`config.mk`:
```
export PLATFORM = sky130hd
export DESIGN_NAME = cpu_controller_flat
export DESIGN_NICKNAME = d
export VERILOG_FILES = /design/src/rtl/cpu_controller_pkg.sv /design/src/rtl/cpu_controller_if.sv /design/src/rtl/cpu_controller_cond_eval.sv /design/src/rtl/cpu_controller.sv /design/src/flat_wrapper.sv
export SDC_FILE = /design/constraint.sdc
export NUM_CORES = 1
export LEC_CHECK = 0
export CORE_MARGIN = 5
export CORE_UTILIZATION = 46
export CTS_CLUSTER_SIZE = 24
export DETAILED_ROUTE_END_ITERATION = 6
export PLACE_DENSITY = 0.82
export SLEW_MARGIN = 20
export SYNTH_ARGS = -nofsm -noshare
export SYNTH_HDL_FRONTEND = slang
export SYNTH_SLANG_ARGS = --single-unit
```
`constraint.sdc`:
```
create_clock -name clk -period 3.8 [get_ports clk]
set_clock_uncertainty 0.15 [all_clocks]
set_input_delay 0.38 -clock clk [delete_from_list [all_inputs] [get_ports clk]]
set_output_delay 0.38 -clock clk [all_outputs]
set_load 0.05 [all_outputs]
```
`src/rtl/cpu_controller_pkg.sv`:
```
// rtl/cpu_controller_pkg.sv - shared types and constants for the CPU control FSM
package cpu_ctrl_pkg;

    localparam int PSRL_DEF = 5;
    localparam int OPW_DEF  = 4;

    typedef enum logic [3:0] {
        S_FETCH0, S_FETCH1, S_DECODE, S_EX_R, S_EX_I, S_WB_ALU, S_WB_IMM, S_WB_MOV,
        S_LOAD0, S_LOAD1, S_STORE, S_BRANCH, S_JUMP, S_ILLEGAL, S_HALT
    } state_t;

    localparam logic [3:0] OP_RTYPE = 4'b0000;
    localparam logic [3:0] OP_ANDI  = 4'b0001;
    localparam logic [3:0] OP_ORI   = 4'b0010;
    localparam logic [3:0] OP_MEM   = 4'b0100;
    localparam logic [3:0] OP_ADDI  = 4'b0101;
    localparam logic [3:0] OP_MULI  = 4'b1001;
    localparam logic [3:0] OP_SUBI  = 4'b1011;
    localparam logic [3:0] OP_BCOND = 4'b1100;
    localparam logic [3:0] OP_MOVI  = 4'b1101;

    localparam logic [3:0] EXT_MOV   = 4'b1101;
    localparam logic [3:0] EXT_LOAD  = 4'b0000;
    localparam logic [3:0] EXT_STOR  = 4'b0100;
    localparam logic [3:0] EXT_JCOND = 4'b1100;

    localparam logic [1:0] WD_IMM = 2'b00;
    localparam logic [1:0] WD_RSRC = 2'b01;
    localparam logic [1:0] WD_MEM = 2'b10;
    localparam logic [1:0] WD_ALU = 2'b11;

    localparam logic [1:0] ALUA_RSRC = 2'b00;
    localparam logic [1:0] ALUA_PC   = 2'b01;
    localparam logic [1:0] ALUA_IMM  = 2'b10;

    localparam logic [1:0] ALUB_RDEST = 2'b00;
    localparam logic [1:0] ALUB_IMM   = 2'b01;
    localparam logic [1:0] ALUB_ONE   = 2'b10;

    localparam int PSR_C = 0;
    localparam int PSR_L = 1;
    localparam int PSR_F = 2;
    localparam int PSR_Z = 3;
    localparam int PSR_N = 4;

    localparam logic [3:0] COND_EQ = 4'b0000;
    localparam logic [3:0] COND_NE = 4'b0001;
    localparam logic [3:0] COND_CS = 4'b0010;
    localparam logic [3:0] COND_CC = 4'b0011;
    localparam logic [3:0] COND_GT = 4'b0110;
    localparam logic [3:0] COND_LE = 4'b0111;
    localparam logic [3:0] COND_FS = 4'b1000;
    localparam logic [3:0] COND_FC = 4'b1001;
    localparam logic [3:0] COND_LT = 4'b1100;
    localparam logic [3:0] COND_GE = 4'b1101;
    localparam logic [3:0] COND_UC = 4'b1110;

    typedef struct packed {
        logic       pc_s;
        logic       mem_s;
        logic [1:0] wd_s;
        logic [1:0] alua_s;
        logic [1:0] alub_s;
        logic       instr_en;
        logic       alu_out_en;
        logic       mem_reg_en;
        logic       pc_en;
        logic       psr_en;
        logic       se_sign;
        logic       reg_wr;
        logic       mem_we;
        logic       trap;
    } ctrl_t;

    // Arithmetic immediates are signed; logical immediates are zero-extended.
    function automatic logic imm_is_signed(input logic [3:0] op);
        return (op == OP_ADDI) || (op == OP_SUBI) || (op == OP_MULI);
    endfunction

endpackage

```
`src/rtl/cpu_controller_if.sv`:
```
// rtl/cpu_controller_if.sv - controller <-> datapath signal bundle
interface cpu_controller_if
    import cpu_ctrl_pkg::*;
#(
    parameter int PSRL = PSRL_DEF,
    parameter int OPW  = OPW_DEF
);
    logic [OPW-1:0]  OP_CODE;
    logic [OPW-1:0]  OP_EXT;
    logic [OPW-1:0]  Rdest_addr;
    logic [PSRL-1:0] PSR_OUT;
    logic            mem_rdy;
    logic            PC_S;
    logic            MEM_S;
    logic [1:0]      WD_S;
    logic [1:0]      ALUA_S;
    logic [1:0]      ALUB_S;
    logic            INSTR_EN;
    logic            ALU_OUT_EN;
    logic            MEM_REG_EN;
    logic            PC_EN;
    logic            PSR_EN;
    logic            SE_SIGN;
    logic            REG_WR;
    logic            MEM_WE;
    logic            trap;

    modport master (
        input  OP_CODE, OP_EXT, Rdest_addr, PSR_OUT, mem_rdy,
        output PC_S, MEM_S, WD_S, ALUA_S, ALUB_S, INSTR_EN, ALU_OUT_EN,
               MEM_REG_EN, PC_EN, PSR_EN, SE_SIGN, REG_WR, MEM_WE, trap
    );

    modport slave (
        output OP_CODE, OP_EXT, Rdest_addr, PSR_OUT, mem_rdy,
        input  PC_S, MEM_S, WD_S, ALUA_S, ALUB_S, INSTR_EN, ALU_OUT_EN,
               MEM_REG_EN, PC_EN, PSR_EN, SE_SIGN, REG_WR, MEM_WE, trap
    );
endinterface

```
`src/rtl/cpu_controller_cond_eval.sv`:
```
// rtl/cpu_controller_cond_eval.sv - branch/jump condition evaluation on PSR flags
module cond_eval
    import cpu_ctrl_pkg::*;
(
    input  logic [3:0]          cond,
    input  logic [PSRL_DEF-1:0] psr,
    output logic                taken
);
    logic unused_low_flag;
    assign unused_low_flag = psr[PSR_L];

    // Decode the condition field against the registered flags.
    always_comb begin
        taken = 1'b0;
        case (cond)
            COND_EQ: taken = psr[PSR_Z];
            COND_NE: taken = !psr[PSR_Z];
            COND_CS: taken = psr[PSR_C];
            COND_CC: taken = !psr[PSR_C];
            COND_GT: taken = psr[PSR_N];
            COND_LE: taken = !psr[PSR_N];
            COND_FS: taken = psr[PSR_F];
            COND_FC: taken = !psr[PSR_F];
            COND_LT: taken = !psr[PSR_N] && !psr[PSR_Z];
            COND_GE: taken = psr[PSR_N] || psr[PSR_Z];
            COND_UC: taken = 1'b1;
            default: taken = 1'b0;
        endcase
    end
endmodule

```
`src/rtl/cpu_controller.sv`:
```
// rtl/cpu_controller.sv - multicycle control FSM; optional ILLEGAL_TRAP_EN halts on illegal opcodes
module cpu_controller
    import cpu_ctrl_pkg::*;
(
    input  logic           clk,
    input  logic           reset,
    cpu_controller_if.master bus
);
    state_t state, state_nx;
    ctrl_t  base_q, base_nx;
    ctrl_t  rdy_q, rdy_nx;
    ctrl_t  ctrl_out;
    logic   taken;

    cond_eval u_cond_eval (
        .cond  (bus.Rdest_addr),
        .psr   (bus.PSR_OUT),
        .taken (taken)
    );

    // Next state, then the registered controls for that state; rdy_nx holds
    // the controls that only fire in the cycle memory reports ready.
    always_comb begin
        state_nx = state;
        case (state)
            S_FETCH0: state_nx = S_FETCH1;
            S_FETCH1: state_nx = bus.mem_rdy ? S_DECODE : S_FETCH1;
            S_DECODE: begin
                case (bus.OP_CODE)
                    OP_RTYPE: state_nx = (bus.OP_EXT == EXT_MOV) ? S_WB_MOV : S_EX_R;
                    OP_ADDI, OP_SUBI, OP_MULI, OP_ANDI, OP_ORI: state_nx = S_EX_I;
                    OP_MOVI:  state_nx = S_WB_IMM;
                    OP_BCOND: state_nx = S_BRANCH;
                    OP_MEM: begin
                        case (bus.OP_EXT)
                            EXT_LOAD:  state_nx = S_LOAD0;
                            EXT_STOR:  state_nx = S_STORE;
                            EXT_JCOND: state_nx = S_JUMP;
                            default:   state_nx = S_ILLEGAL;
                        endcase
                    end
                    default:  state_nx = S_ILLEGAL;
                endcase
            end
            S_EX_R, S_EX_I: state_nx = S_WB_ALU;
            S_LOAD0:  state_nx = S_LOAD1;
            S_LOAD1:  state_nx = bus.mem_rdy ? S_FETCH0 : S_LOAD1;
`ifdef ILLEGAL_TRAP_EN
            S_ILLEGAL: state_nx = S_HALT;
            S_HALT:    state_nx = S_HALT;
`else
            S_ILLEGAL: state_nx = S_FETCH0;
`endif
            default:  state_nx = S_FETCH0;
        endcase

        base_nx = '0;
        rdy_nx  = '0;
        case (state_nx)
            S_FETCH0: base_nx.mem_s = 1'b1;
            S_FETCH1: begin
                base_nx.mem_s    = 1'b1;
                rdy_nx.instr_en  = 1'b1;
                rdy_nx.pc_en     = 1'b1;
                rdy_nx.pc_s      = 1'b1;
                rdy_nx.alua_s    = ALUA_PC;
                rdy_nx.alub_s    = ALUB_ONE;
            end
            S_EX_R: begin
                base_nx.alua_s     = ALUA_RSRC;
                base_nx.alub_s     = ALUB_RDEST;
                base_nx.alu_out_en = 1'b1;
                base_nx.psr_en     = 1'b1;
            end
            S_EX_I: begin
                base_nx.alua_s     = ALUA_IMM;
                base_nx.alub_s     = ALUB_RDEST;
                base_nx.alu_out_en = 1'b1;
                base_nx.psr_en     = 1'b1;
                base_nx.se_sign    = imm_is_signed(bus.OP_CODE);
            end
            S_WB_ALU: begin
                base_nx.wd_s   = WD_ALU;
                base_nx.reg_wr = 1'b1;
            end
            S_WB_IMM: begin
                base_nx.wd_s   = WD_IMM;
                base_nx.reg_wr = 1'b1;
            end
            S_WB_MOV: begin
                base_nx.wd_s   = WD_RSRC;
                base_nx.reg_wr = 1'b1;
            end
            S_LOAD1: begin
                rdy_nx.mem_reg_en = 1'b1;
                rdy_nx.wd_s       = WD_MEM;
                rdy_nx.reg_wr     = 1'b1;
            end
            S_STORE: base_nx.mem_we = 1'b1;
            S_BRANCH: begin
                if (taken) begin
                    base_nx.pc_en   = 1'b1;
                    base_nx.pc_s    = 1'b1;
                    base_nx.alua_s  = ALUA_PC;
                    base_nx.alub_s  = ALUB_IMM;
                    base_nx.se_sign = 1'b1;
                end
            end
            S_JUMP: base_nx.pc_en = taken;
`ifdef ILLEGAL_TRAP_EN
            S_HALT: base_nx.trap = 1'b1;
`endif
            default: base_nx = '0;
        endcase
    end

    // State and registered controls; reset drops any pending strobe immediately.
    always_ff @(posedge clk or negedge reset) begin
        if (!reset) begin
            state  <= S_FETCH0;
            base_q <= '0;
            rdy_q  <= '0;
        end else begin
            state  <= state_nx;
            base_q <= base_nx;
            rdy_q  <= rdy_nx;
        end
    end

    assign ctrl_out = base_q | (bus.mem_rdy ? rdy_q : '0);

    assign bus.PC_S       = ctrl_out.pc_s;
    assign bus.MEM_S      = ctrl_out.mem_s;
    assign bus.WD_S       = ctrl_out.wd_s;
    assign bus.ALUA_S     = ctrl_out.alua_s;
    assign bus.ALUB_S     = ctrl_out.alub_s;
    assign bus.INSTR_EN   = ctrl_out.instr_en;
    assign bus.ALU_OUT_EN = ctrl_out.alu_out_en;
    assign bus.MEM_REG_EN = ctrl_out.mem_reg_en;
    assign bus.PC_EN      = ctrl_out.pc_en;
    assign bus.PSR_EN     = ctrl_out.psr_en;
    assign bus.SE_SIGN    = ctrl_out.se_sign;
    assign bus.REG_WR     = ctrl_out.reg_wr;
    assign bus.MEM_WE     = ctrl_out.mem_we;
`ifdef ILLEGAL_TRAP_EN
    assign bus.trap       = ctrl_out.trap;
`else
    logic unused_trap;
    assign unused_trap    = ctrl_out.trap;
    assign bus.trap       = 1'b0;
`endif
endmodule

```
`src/flat_wrapper.sv`:
```
// flat-port wrapper written by rule: the top's interface ports become plain ports
module cpu_controller_flat import cpu_ctrl_pkg::*;
  (clk, reset, bus_OP_CODE, bus_OP_EXT, bus_Rdest_addr, bus_PSR_OUT, bus_mem_rdy, bus_PC_S, bus_MEM_S, bus_WD_S, bus_ALUA_S, bus_ALUB_S, bus_INSTR_EN, bus_ALU_OUT_EN, bus_MEM_REG_EN, bus_PC_EN, bus_PSR_EN, bus_SE_SIGN, bus_REG_WR, bus_MEM_WE, bus_trap);
  cpu_controller_if bus_i ();
  input  logic clk;
  input  logic reset;
  input wire logic [$bits(bus_i.OP_CODE)-1:0] bus_OP_CODE;
  input wire logic [$bits(bus_i.OP_EXT)-1:0] bus_OP_EXT;
  input wire logic [$bits(bus_i.Rdest_addr)-1:0] bus_Rdest_addr;
  input wire logic [$bits(bus_i.PSR_OUT)-1:0] bus_PSR_OUT;
  input wire logic [$bits(bus_i.mem_rdy)-1:0] bus_mem_rdy;
  output wire logic [$bits(bus_i.PC_S)-1:0] bus_PC_S;
  output wire logic [$bits(bus_i.MEM_S)-1:0] bus_MEM_S;
  output wire logic [$bits(bus_i.WD_S)-1:0] bus_WD_S;
  output wire logic [$bits(bus_i.ALUA_S)-1:0] bus_ALUA_S;
  output wire logic [$bits(bus_i.ALUB_S)-1:0] bus_ALUB_S;
  output wire logic [$bits(bus_i.INSTR_EN)-1:0] bus_INSTR_EN;
  output wire logic [$bits(bus_i.ALU_OUT_EN)-1:0] bus_ALU_OUT_EN;
  output wire logic [$bits(bus_i.MEM_REG_EN)-1:0] bus_MEM_REG_EN;
  output wire logic [$bits(bus_i.PC_EN)-1:0] bus_PC_EN;
  output wire logic [$bits(bus_i.PSR_EN)-1:0] bus_PSR_EN;
  output wire logic [$bits(bus_i.SE_SIGN)-1:0] bus_SE_SIGN;
  output wire logic [$bits(bus_i.REG_WR)-1:0] bus_REG_WR;
  output wire logic [$bits(bus_i.MEM_WE)-1:0] bus_MEM_WE;
  output wire logic [$bits(bus_i.trap)-1:0] bus_trap;
  assign bus_i.OP_CODE = bus_OP_CODE;
  assign bus_i.OP_EXT = bus_OP_EXT;
  assign bus_i.Rdest_addr = bus_Rdest_addr;
  assign bus_i.PSR_OUT = bus_PSR_OUT;
  assign bus_i.mem_rdy = bus_mem_rdy;
  assign bus_PC_S = bus_i.PC_S;
  assign bus_MEM_S = bus_i.MEM_S;
  assign bus_WD_S = bus_i.WD_S;
  assign bus_ALUA_S = bus_i.ALUA_S;
  assign bus_ALUB_S = bus_i.ALUB_S;
  assign bus_INSTR_EN = bus_i.INSTR_EN;
  assign bus_ALU_OUT_EN = bus_i.ALU_OUT_EN;
  assign bus_MEM_REG_EN = bus_i.MEM_REG_EN;
  assign bus_PC_EN = bus_i.PC_EN;
  assign bus_PSR_EN = bus_i.PSR_EN;
  assign bus_SE_SIGN = bus_i.SE_SIGN;
  assign bus_REG_WR = bus_i.REG_WR;
  assign bus_MEM_WE = bus_i.MEM_WE;
  assign bus_trap = bus_i.trap;
  cpu_controller u_core (.clk(clk), .reset(reset), .bus(bus_i));
endmodule
```
== Yosys cells after proc, flatten, opt, wreduce, memory -nomap -nowiden ==
Index checks and enable logic that the tools add are counted.

* Bits in latches: 0
* RAM bits: 0
* Register bits: 25
* Bits in read-only memories: 0
* Memories kept: 0
* Output and inout port bits: 17

* Bitwise logic cells: 1
* Reduce and logical (&&, ||, !) cells: 18
* Div/mod/pow operators: 0
* Equality and inequality tests: 37
* Magnitude comparators: 0
* Shift operators: 0
* $mul: 0
* Add/sub/neg operators: 0
* Multiplexer cells: 23

{| class="wikitable"
|+ Operators by type and width
! cell !! count
|-
| $eq 4x4->1 const B || 17
|-
| $eq 4x3->1 const B || 10
|-
| $eq 4x2->1 const B || 6
|-
| $pmux 4 s6 || 1
|-
| $logic_not 4->1 || 5
|-
| $pmux 4 s5 || 1
|-
| $mux 17 || 1
|-
| $or 17x17->17 || 1
|-
| $eq 4x1->1 const B || 4
|-
| $pmux 1 s11 || 1
|-
| $pmux 3 s3 || 1
|-
| $mux 1 || 8
|-
| $mux 4 || 2
|-
| $pmux 4 s2 || 1
|-
| $mux 3 || 2
|-
| $reduce_or 2->1 || 3
|-
| $reduce_or 5->1 || 1
|-
| $logic_not 1->1 || 4
|-
| $mux 2 || 2
|-
| $pmux 1 s2 || 2
|-
| $pmux 2 s2 || 1
|-
| $logic_or 1x1->1 || 3
|-
| $reduce_or 3->1 || 1
|-
| $logic_and 1x1->1 || 1
|}

== Depth between registers and ports, before layout ==
* Word-level depth: 7
* Depth in mapped cells: 7

== By module ==
Synthesis repeated with hierarchy kept, for this count alone.

* Cell total of the unflattened synthesis: 108
* Area total of the unflattened synthesis: 1,027.2 um^2

{| class="wikitable"
|+ By module, submodules not included
! module !! times used !! area an instance (um^2) !! seq. area each (um^2) !! cells each
|-
| cpu_controller || 1 || 904.6 || 425.4 || 91
|-
| cond_eval || 1 || 122.6 || 0.0 || 17
|}

== Least setup slack after synthesis ==
OpenSTA, ideal clock, no wires.

* Path kind: register to register
* Start point: reg u_core.state[0]
* End point: reg u_core.base_q[3] in the netlist's numbering
* Setup slack: 1,770 ps
* Path buffers: 0
* Data arrival time: 1,760 ps
* Setup time: 120 ps
* Required time: 3,530 ps
* Cell stages (with the launch flop): 7
* Cell sequence: dfrtp_1 or4b_4 o311ai_2 nor2_4 clkinv_4 nor3_2 a31o_1

{| class="wikitable"
|+ RTL lines
! item !! line !! text
|-
| start, declared || cpu_controller.sv:9 || <nowiki>state_t state, state_nx;</nowiki>
|-
| start signal, assigned || cpu_controller.sv:124 || <nowiki>state <= state_nx;</nowiki>
|-
| end signal, assigned || cpu_controller.sv:125 || <nowiki>base_q <= base_nx;</nowiki>
|-
| end, declared || cpu_controller.sv:10 || <nowiki>ctrl_t base_q, base_nx;</nowiki>
|}

== Worst setup path after layout ==
* Start point: in bus_mem_rdy
* End point: out bus_ALUA_S[0]

* Word-level cells in the longest chain between the ends: 2

{| class="wikitable"
|+ RTL lines
! item !! line !! text
|-
| start, declared || flat_wrapper.sv:11 || <nowiki>input wire logic [$bits(bus_i.mem_rdy)-1:0] bus_mem_rdy;</nowiki>
|-
| $mux 17 || cpu_controller.sv:130 || <nowiki>assign ctrl_out = base_q | (bus.mem_rdy ? rdy_q : '0);</nowiki>
|-
| $or 17x17->17 || cpu_controller.sv:130 ||
|-
| end, declared || flat_wrapper.sv:15 || <nowiki>output wire logic [$bits(bus_i.ALUA_S)-1:0] bus_ALUA_S;</nowiki>
|}

No other way between the ends.

==> impl_metrics.toml <==
[global_routing]
grt_pass1_vias = 826
overflow = 0
grt_max_degree = 17
grt_first_pass_wirelength_mm = 3.68
grtUsageTotal_pct = 14.9
antenna_found_initial = 0

[layout]
multi_input_area_um2 = 468
antenna_cells = 0
fin_area_um2 = 1300
final_cells = 152
final_util_pct = 66.4
fin_nets = 146
area_growth_pct = 37.9
fillCellCount = 184
drive_gt1_share_pct = 16.0
regArea_um2 = 400

[setup_path]
startpoint = "bus_mem_rdy"
worstSetupStartpointType = "primary input"
crit_cells = 4
critPathTopFamily = "buffers and inverters"
required_ns = 3.27
worstSetupEndpoint = "bus_ALUA_S[0]"
reg2reg_slack_ns = 1.59
crit_chain = "clkdlybuf4s50_1 -> and2_1 -> or2_2 -> clkdlybuf4s50_1"
cp_max_fo = 4
arrival_ns = 2.03
cpPeakStageDelay_ns = 0.71
crit_slowest_cell = "clkdlybuf4s50_1"
reg2reg_depth = 6
path_common_cell = "clkdlybuf4s50_1"
path_buf_inv = 2
r2r_end = "u_core.base_q[3]$_DFF_PN0_"
end_kind = "primary output"
reg2reg_from = "u_core.state[0]$_DFF_PN0_"
critPathKind = "in -> out"

[placement]
placed_cells = 148
pre_cts_ws_ns = 1.22
gp_congestion = 0.765
hpwlAfterDp_mm = 1.82
placed_area_um2 = 1270
port_buffers = 34

[power_and_ir_drop]
ir_drop_mv = 0.314
p_total_uw = 913
switching_share_pct = 47.5
p_switching_uw = 433
p_comb_share_pct = 59.4
power_frac_seq_pct = 28.4
p_int_uw = 479
powerDensity_nw_per_um2 = 701
clkPwrFrac_pct = 12.1
p_leak_nw = 0.580

[yosys]
syn-cell-area_um2 = 945
yosysSeqAreaShare_pct = 42.4
ys.flop_type = "dfrtp_1"
ys_seq_elements = 16
yosys_warnings = 0
synth_edf_count = 0
ys_types = 41
avgSynthCellArea_um2 = 10.0
async_reset_ff_share_pct = 100
syn_inst = 94
synth_nets = 114

[clock_network]
htree_levels = 1
clock-sinks = 16
holdBufCountCts = 0
cts_resized = 0
clk_latency_ns = 0.28
cts_tree = "yes"
clock_path_buffers = 2
clock-root-buffer = "clkbuf_4"
post-cts-setup-buffers = 0
cts_buffers = 3
cts.clk_slew.worst_paths_ns = 0.09

[timing]
fmax_mhz = 391
finalCriticalPeriod_ns = 2.56
hold_ws_ns = 0.345
worst_slew_pin_slew_ns = 0.669
slew_viol_final = 0
tns_ns = 0
finalHoldViolCount = 0
rsz0062_at_grt = "no"
period_share_pct = 67.3
layout_setup_ws_ns = 1.24
max-slew-margin-rel_pct = 55.3
setup_viol = 0

[run]
maxCapViolations = 0

[detailed_routing]
postRouteAntennaNets = 0
wl_per_cell_um = 14.1
wirelength_mm = 2.15
drc = 0
via_per_inst = 5.35
vias = 813
initialDrtViolationCount = 5
drt_pass1_iterations = 4

[floorplanning]
io_pins = 37
die-width_um = 55.3
die_area_um2 = 3060
core_area_um2 = 1960
placementRows = 16
start_util_pct = 48.2
die_h_um = 55.3

[worst_hold_path]
hp-class = "in -> async"

[run_status]
status = "completed"
==> worst min-delay path by stage <==
stage,from,endpoint,slack (ns),depth (start not counted)
after CTS,reset,u_core.base_q[14]$_DFF_PN0_,0.36,1
final,reset,u_core.rdy_q[11]$_DFF_PN0_,0.35,1
after floorplan,reset,u_core.base_q[11]$_DFF_PN0_,-0.07,0
after global placement,u_core.state[3]$_DFF_PN0_,u_core.rdy_q[11]$_DFF_PN0_,0.37,1
after global routing,reset,u_core.base_q[11]$_DFF_PN0_,0.41,1
after detailed placement,u_core.state[3]$_DFF_PN0_,u_core.rdy_q[11]$_DFF_PN0_,0.39,1
==> layer usage <==
| layer | up-vias | wire (um) | track usage, % |
|---|---|---|---|
| met3 | 5 | 149 | 3.96 |
| li1 | 395 | - | - |
| met4 | 0 | 39 | 6.25 |
| met2 | 39 | 1150 | 27.7 |
| met1 | 374 | 811 | 15.6 |
| met5 | - | 0 | 0 |
==> synth_stat cells, types with 2 or more instances <==
master	count	area (um^2)
or2_2	4	25.0
or3_1	2	12.5
mux2i_1	2	20.0
dfrtp_1	16	400
nor2_1	12	45.0
o21ai_0	4	20.0
and3_1	2	12.5
and2_1	2	12.5
inv_1	4	15.0
nand2b_1	3	18.8
buf_4	7	52.6
a21o_1	2	15.0
a211o_1	2	17.5
xor2_1	2	17.5
nor3_1	4	20.0
==> power groups by stage <==
| stage | logic [mW] | registers [mW] | clock network (mW) |
|---|---|---|---|
| 2_1_floorplan | 0.373 | 0.285 | 0 |
| 3_3_place_gp | 0.525 | 0.257 | 0 |
| 3_5_place_dp | 0.542 | 0.263 | 0 |
| 4_1_cts | 0.545 | 0.260 | 0.112 |
| 5_1_grt | 0.571 | 0.265 | 0.123 |
| 6_report | 0.543 | 0.260 | 0.110 |
==> area by class of cell <==
| type | instances | share of cell area, % |
|---|---|---|
| inverters | 5 | 1.83 |
| well taps | 27 | 2.59 |
| multi-input cells | 66 | 35.9 |
| flip-flops and latches | 16 | 30.7 |
| clock buffers | 4 | 2.79 |
| repair buffers | 34 | 26.1 |
==> cells by family after synthesis <==
logic type	synth area share, %
other cells	0.397
compound gates	18.7
flops	42.4
buf+inv	8.08
xor+xnor	1.85
mux	2.12
simple gates	26.5
==> sequential cells by signal, indices dropped and copies added, names as in the netlist <==
name / count
u_core.rdy_q: 2
u_core.state: 4
u_core.base_q: 10
==> worst reg2reg max path, cell delays in order (launching register included) <==
cell	delay [ns]
dfrtp_1	0.45
or4b_4	0.61
o311ai_2	0.48
nor2_4	0.08
clkinv_4	0.07
nor3_2	0.05
a31o_1	0.23
==> placed cells by master, fill, tap and decap left out, types with 2 or more instances in the layout <==
cell	netlist	final
nor3_1	4	4
or3_1	2	2
and3_1	2	2
dfrtp_1	16	16
clkbuf_4	0	3
inv_1	4	4
a211o_1	2	2
clkdlybuf4s50_1	0	34
or2_2	4	4
nand2b_1	3	3
nor2_1	12	12
xor2_1	2	2
mux2i_1	2	2
a21o_1	2	2
o21ai_0	4	4
and2_1	2	2
(Power assumes the default switching activity.)
